[src/rtl/fpu_result_fifo.sv]
// rtl/fpu_result_fifo.sv - first-word-fall-through result FIFO for the FPU multiplier with sticky IEEE status
module fpu_result_fifo #(
    parameter int DEPTH     = 4,
    parameter int AFULL_LVL = 3
) (
    input  logic                       CLK,
    input  logic                       RST,
    input  logic                       in_valid,
    input  logic                       in_Sz,
    input  logic [7:0]                 in_Ez,
    input  logic [22:0]                in_Mz,
    input  logic [4:0]                 in_flags,
    output logic                       out_valid,
    input  logic                       out_ready,
    output logic [31:0]                out_data,
    output logic [4:0]                 out_flags,
    output logic [$clog2(DEPTH):0]     count,
    output logic                       full,
    output logic                       almost_full,
    output logic [4:0]                 sticky_flags,
    input  logic                       sticky_clr,
    output logic                       drop_err
);

    localparam int AW = $clog2(DEPTH);
    localparam int CW = AW + 1;
    localparam logic [CW-1:0] DEPTH_C = CW'(DEPTH);
    localparam logic [CW-1:0] AFULL_C = CW'(AFULL_LVL);

    typedef enum logic [1:0] {
        ST_EMPTY,
        ST_PARTIAL,
        ST_FULL
    } occ_t;

    occ_t          state;
    occ_t          state_next;
    logic [CW-1:0] count_next;
    logic [36:0]   mem [DEPTH];
    logic [AW-1:0] wptr;
    logic [AW-1:0] rptr;
    logic          push;
    logic          pop;
    logic          drop;

    // A full FIFO still accepts a new result when the head leaves in the same cycle.
    assign pop  = (state != ST_EMPTY) && out_ready;
    assign push = in_valid && ((state != ST_FULL) || pop);
    assign drop = in_valid && (state == ST_FULL) && !pop;

    always_comb begin
        count_next = count;
        state_next = state;
        case ({push, pop})
            2'b10:   count_next = count + 1'b1;
            2'b01:   count_next = count - 1'b1;
            default: count_next = count;
        endcase
        if (count_next == '0) begin
            state_next = ST_EMPTY;
        end else if (count_next == DEPTH_C) begin
            state_next = ST_FULL;
        end else begin
            state_next = ST_PARTIAL;
        end
    end

    always_ff @(posedge CLK or negedge RST) begin
        if (!RST) begin
            state <= ST_EMPTY;
            count <= '0;
            wptr  <= '0;
            rptr  <= '0;
            for (int i = 0; i < DEPTH; i++) begin
                mem[i] <= '0;
            end
        end else begin
            state <= state_next;
            count <= count_next;
            if (push) begin
                mem[wptr] <= {in_Sz, in_Ez, in_Mz, in_flags};
                wptr      <= wptr + 1'b1;
            end
            if (pop) begin
                rptr <= rptr + 1'b1;
            end
        end
    end

    // Clear wins over accumulation, but an event in the clearing cycle is still recorded.
    always_ff @(posedge CLK or negedge RST) begin
        if (!RST) begin
            sticky_flags <= '0;
            drop_err     <= 1'b0;
        end else if (sticky_clr) begin
            sticky_flags <= push ? in_flags : 5'b0;
            drop_err     <= drop;
        end else begin
            if (push) begin
                sticky_flags <= sticky_flags | in_flags;
            end
            if (drop) begin
                drop_err <= 1'b1;
            end
        end
    end

    assign out_valid   = (state != ST_EMPTY);
    assign out_data    = mem[rptr][36:5];
    assign out_flags   = mem[rptr][4:0];
    assign full        = (state == ST_FULL);
    assign almost_full = (count >= AFULL_C);

endmodule

[config.mk]
export PLATFORM = sky130hd
export DESIGN_NAME = fpu_result_fifo
export DESIGN_NICKNAME = d
export VERILOG_FILES = /design/src/rtl/fpu_result_fifo.sv
export SDC_FILE = /design/constraint.sdc
export NUM_CORES = 1
export LEC_CHECK = 0
export CORE_MARGIN = 4
export CORE_UTILIZATION = 42
export DETAILED_ROUTE_END_ITERATION = 12
export HOLD_SLACK_MARGIN = 0.1
export MAX_ROUTING_LAYER = met4
export PLACE_DENSITY = 0.73
export SYNTH_ARGS = -nofsm -noshare
export SYNTH_HDL_FRONTEND = slang
export SYNTH_SLANG_ARGS = --single-unit
[constraint.sdc]
create_clock -name CLK -period 6.3 [get_ports CLK]
set_input_delay 1.26 -clock CLK [delete_from_list [all_inputs] [get_ports CLK]]
set_output_delay 1.26 -clock CLK [all_outputs]
set_load 0.01 [all_outputs]
Word level (Yosys, flattened, before mapping)
Cells that the tools add are included.

storage, ports and cells
  register bits = 163
  bits in writable memories = 0
  latch bits = 0
  ROM bits = 0
  word-level logic and storage cells = 51
  memories kept = 0

cells by class
  div/mod/pow operators = 0
  reductions and logical operators = 11
  multipliers = 0
  equal/unequal tests = 5
  magnitude comparators = 4
  shift-type cells = 0
  multiplexer cells = 14
  add/sub/neg operators = 4
  bitwise operators = 3

operators with widths
  operator             count
  $bwmux 148           1
  $mux 37              3
  $bmux 37 s2          1
  $demux 37 s2         1
  $mux 5               3
  $ge 3x3->1 const B   2
  $not 2->3            2
  $pmux 3 s2           1
  $reduce_bool 2->1    3
  $logic_and 1x1->1    5
  $or 5x5->5           1
  $add 2x1->2 const B  2
  $eq 2x2->1 const B   2
  $mux 2               2
  $add 3x1->3 const B  1
  $eq 3x3->1 const B   1
  $ge 3x2->1 const B   1
  $logic_not 3->1      1
  $lt 3x1->1 const B   1
  $sub 3x1->3 const B  1
  $eq 2x1->1 const B   1
  $mux 1               2
  $ne 2x2->1 const B   1
  $logic_not 1->1      1
  $logic_or 1x1->1     1

Depth between registers and ports, before layout
  depth after elaboration = 9
  gate-level depth with buffers = 10
  depth with buffers taken out = 9

Worst setup path before layout
Ideal clock, no wire load.

  path type = input to register
  start point = input out_ready
  end point = register state[1]
  arrival time = 3.143 ns
  slack = 3.079 ns
  stages = 10
  cells stage by stage = nor3b_2 > nor2b_1 > clkbuf_1 > inv_1 > ha_1 > inv_1 > fa_1 > xor2_1 > or3_1 > a21oi_1

on the way
  cells in the longest elaborated chain, start to end = 8

RTL lines
  item                                             line  text
  start: declaration                               14    input logic out_ready,
  $logic_and 1x1->1 *                              47    assign pop = (state != ST_EMPTY) && out_ready;
  $logic_or 1x1->1                                 48    assign push = in_valid && ((state != ST_FULL) || pop);
  $logic_and 1x1->1                                48
  $eq 2x1->1 / $eq 2x2->1 (equally long branches)  54    case ({push, pop})
  $pmux 3 s2 *                                     54
  $eq 3x3->1                                       61    end else if (count_next == DEPTH_C) begin
  $mux 2                                           61
  $mux 2 *                                         59    if (count_next == '0) begin
  via state_next[1]                                37    occ_t state_next;
  end signal: assignment                           78    state <= state_next;
  end: declaration                                 36    occ_t state;

The timed path passes the listed nets; every way through them passes the cells marked *.
A chain may end at the register's enable or synchronous reset.

Worst setup path in the final report
  start point = register rptr[0]
  end point = output out_data[29]

on the way
  cells in the longest elaborated chain, start to end = 4

RTL lines
  item                             line  text
  start: declaration               41    logic [AW-1:0] rptr;
  start signal: assignment         85    rptr <= rptr + 1'b1;
  $not 2->3 (not written as such)  109   assign out_data = mem[rptr][36:5];
  $bmux 37 s2                      109
  $mux 37 (2 in series)            -
  end: declaration                 15    output logic [31:0] out_data,

No other way between the ends. The select of a mux whose other input is x is not followed.

==> metrics <==
outcome complete, no violations; CTS-repair resized insts 0; Layout fillers 1361; unrepaired setup endpoints after global routing no; worst path cell trace buf_4 > mux4_2 > clkdlybuf4s50_1; Tot GR Track Use 16.4%; Seq/Total Area, Yosys around 57%; worst-path fanout max 23; Fmax between 0.2 and 0.25 GHz; Area Overhead vs Synth 23.8%; CTS buffer count 17; Initial DRT Pass Iterations 4; WL/cell 19.3 um; Hold-fix buffers, CTS 0; Netlist cell types 26; Row Count 47; Worst slew margin between 20% and 30%; DRC violations left 0; Post-Route WL 14300 um; Starting Density between 40% and 50%; Ports approximately 90; EDFF count, synth 0; max-slew violations 0; critical path class reg -> out; Placed Instances 712; setup slack after layout ~2.2 ns; element type at the critical path start flop; die height around 140 um; Core Util, Final around 53%; PortBufs 90; clk_lat worst skew 0.42 ns; DR iter-0 viols roughly 140; post-route ant nets 0; most numerous cell in the Yosys netlist dfrtp_1; crit-path max cell delay 0.74 ns; register area 0.00408 mm^2; post-DP HPWL 8720 um; arrival time of the worst setup path between 2 and 3 ns; Yosys top cell area share between 50% and 60%; die area ~0.019 mm^2; core area between 0.015 and 0.02 mm^2; layout cells sized above 1 44.0%; WP data required about 5.0 ns; Post-Route Setup TNS 0 ns; final period utilization ~64%; Max IR drop VDD approximately 220 uV; syn nets about 470; clk slew on worst S/H paths 0.06 ns; vias in the first global route 4478; Final Critical Period slightly above 4 ns; initial antenna violation count 0; Bufs on Longest Clock Path 2; leakage about 0.0036 uW; gr ovfl total 0; worst hold margin 0.501 ns; Crit-path slowest cell dfrtp_2; number of vias per cell around 5.2; largest net degree at the start of global routing ~110; Final setup viols 0; Synth area leaders dfrtp_1 57%, mux2_2 24%, mux4_2 12%; ys async rst share between 90% and 100%; first-pass GRT wire length 24000 um; Final Non-Filler Cells between 700 and 800; Worst Max-Slew Pin Slew approximately 1.1 ns; clock sinks roughly 160; max_cap viols 0; CP delay by family, top buffers and inverters; CTS tree built; #FFs+latches synth between 150 and 200; most common library cells after synthesis 163 x dfrtp_1, 149 x mux2_2, 37 x mux4_2; DIE WIDTH around 140 um; mapped cell area ~0.0071 mm^2; Clock Root Buffer clkbuf_16; crit end category primary output; Buffers & Inverters on Critical Path 2; Yosys Warn Count 0; diode count 0; pwr/cell area around 580 mW/mm^2; Primary FF master, synth dfrtp_1; Worst Clk Skew between 0.007 and 0.008 ns; DP Worst Slack 2.06 ns; multi-input logic area around 0.0028 mm^2; Syn Inst Count ~420; via count between 3000 and 4000; leading area contributor after synthesis dfrtp_1; syn_area_per_cell approximately 17 um^2; htree depth 4; Fin. Hold Viols 0; postcts setup bufs 0; Final #Nets roughly 560; GPL Wtd Cong about 0.69; Hold WC Path Type reg -> reg
==> cell usage in the layout (no fill, tap or decap), drive strengths merged, types with 5 or more instances in the layout <==
master         netlist  layout
a22o                 6       6
buf                 18       7
clkbuf               3      22
clkdlybuf4s50        0      89
clkinv               0       5
dfrtp              163     163
ha                   5       5
inv                  8       8
mux2               149     149
mux4                37      37
nand2                6       6
==> area by class of cell <==
cell class                      instances  share of cell area, %
Timing Repair Buffer                   96                   10.8
Sequential cell                       163                   46.4
Clock inverter                          9                   1.73
Tap cell                              220                   3.13
Inverter                                8                  0.341
Clock buffer                           22                   5.39
Multi-Input combinational cell        225                   32.3
==> metrics by stage <==
stage,instance area [um^2],power [uW]
detailed placement,8180,4090
CTS,8800,5190
global route,8800,5420
finish,8800,5110
floorplan,7110,3210
global placement,8180,3980
==> sequential cells by signal, indices dropped and copies added (netlist names), named ones only <==
name          cells
mem             148
sticky_flags      5
count             2
rptr              2
state             2
wptr              2
drop_err          1
==> layer usage <==
layer | share of wire [%] | track usage [%] | wire [um]
met1 | 44 | 20.1 | 6300
met2 | 52 | 27.1 | 7400
met3 | 2.8 | 3.69 | 394
met4 | 1.6 | 5.51 | 228
met5 | 0 | - | 0
==> power by group <==
part | internal (uW) | total [uW] | switching (uW) | leakage (uW)
Clock | 692 | 1090 | 396 | 0.000310
Combinational | 1370 | 2110 | 740 | 0.00136
Sequential | 1570 | 1920 | 343 | 0.00193
==> cell families after synthesis <==
logic type,Yosys count,synth area share [%]
AO/OA/AOI/OAI,11,1.18
XOR/XNOR,5,0.616
adder cells (fa/ha/maj),6,1.16
buffers and inverters,29,2.94
flip-flops,163,57.4
multiplexers,187,35.5
AND/OR/NAND/NOR,16,1.30
==> worst paths after layout <==
path / depth (start not counted) / to / from / slack, ns
worst max register to register: 9 / state[1] / state[0] / 3.37
worst min register to register: 1 / mem[46] / mem[46] / 0.50
max in group asynchronous: 2 / rptr[1] / RST / 4.03
min in group asynchronous: 1 / mem[96] / RST / 0.99
worst max-delay path: 3 / out_data[29] / rptr[0] / 2.24
worst min-delay path: 1 / mem[46] / mem[46] / 0.50
Note: power is estimated with default switching activity, not from simulation.
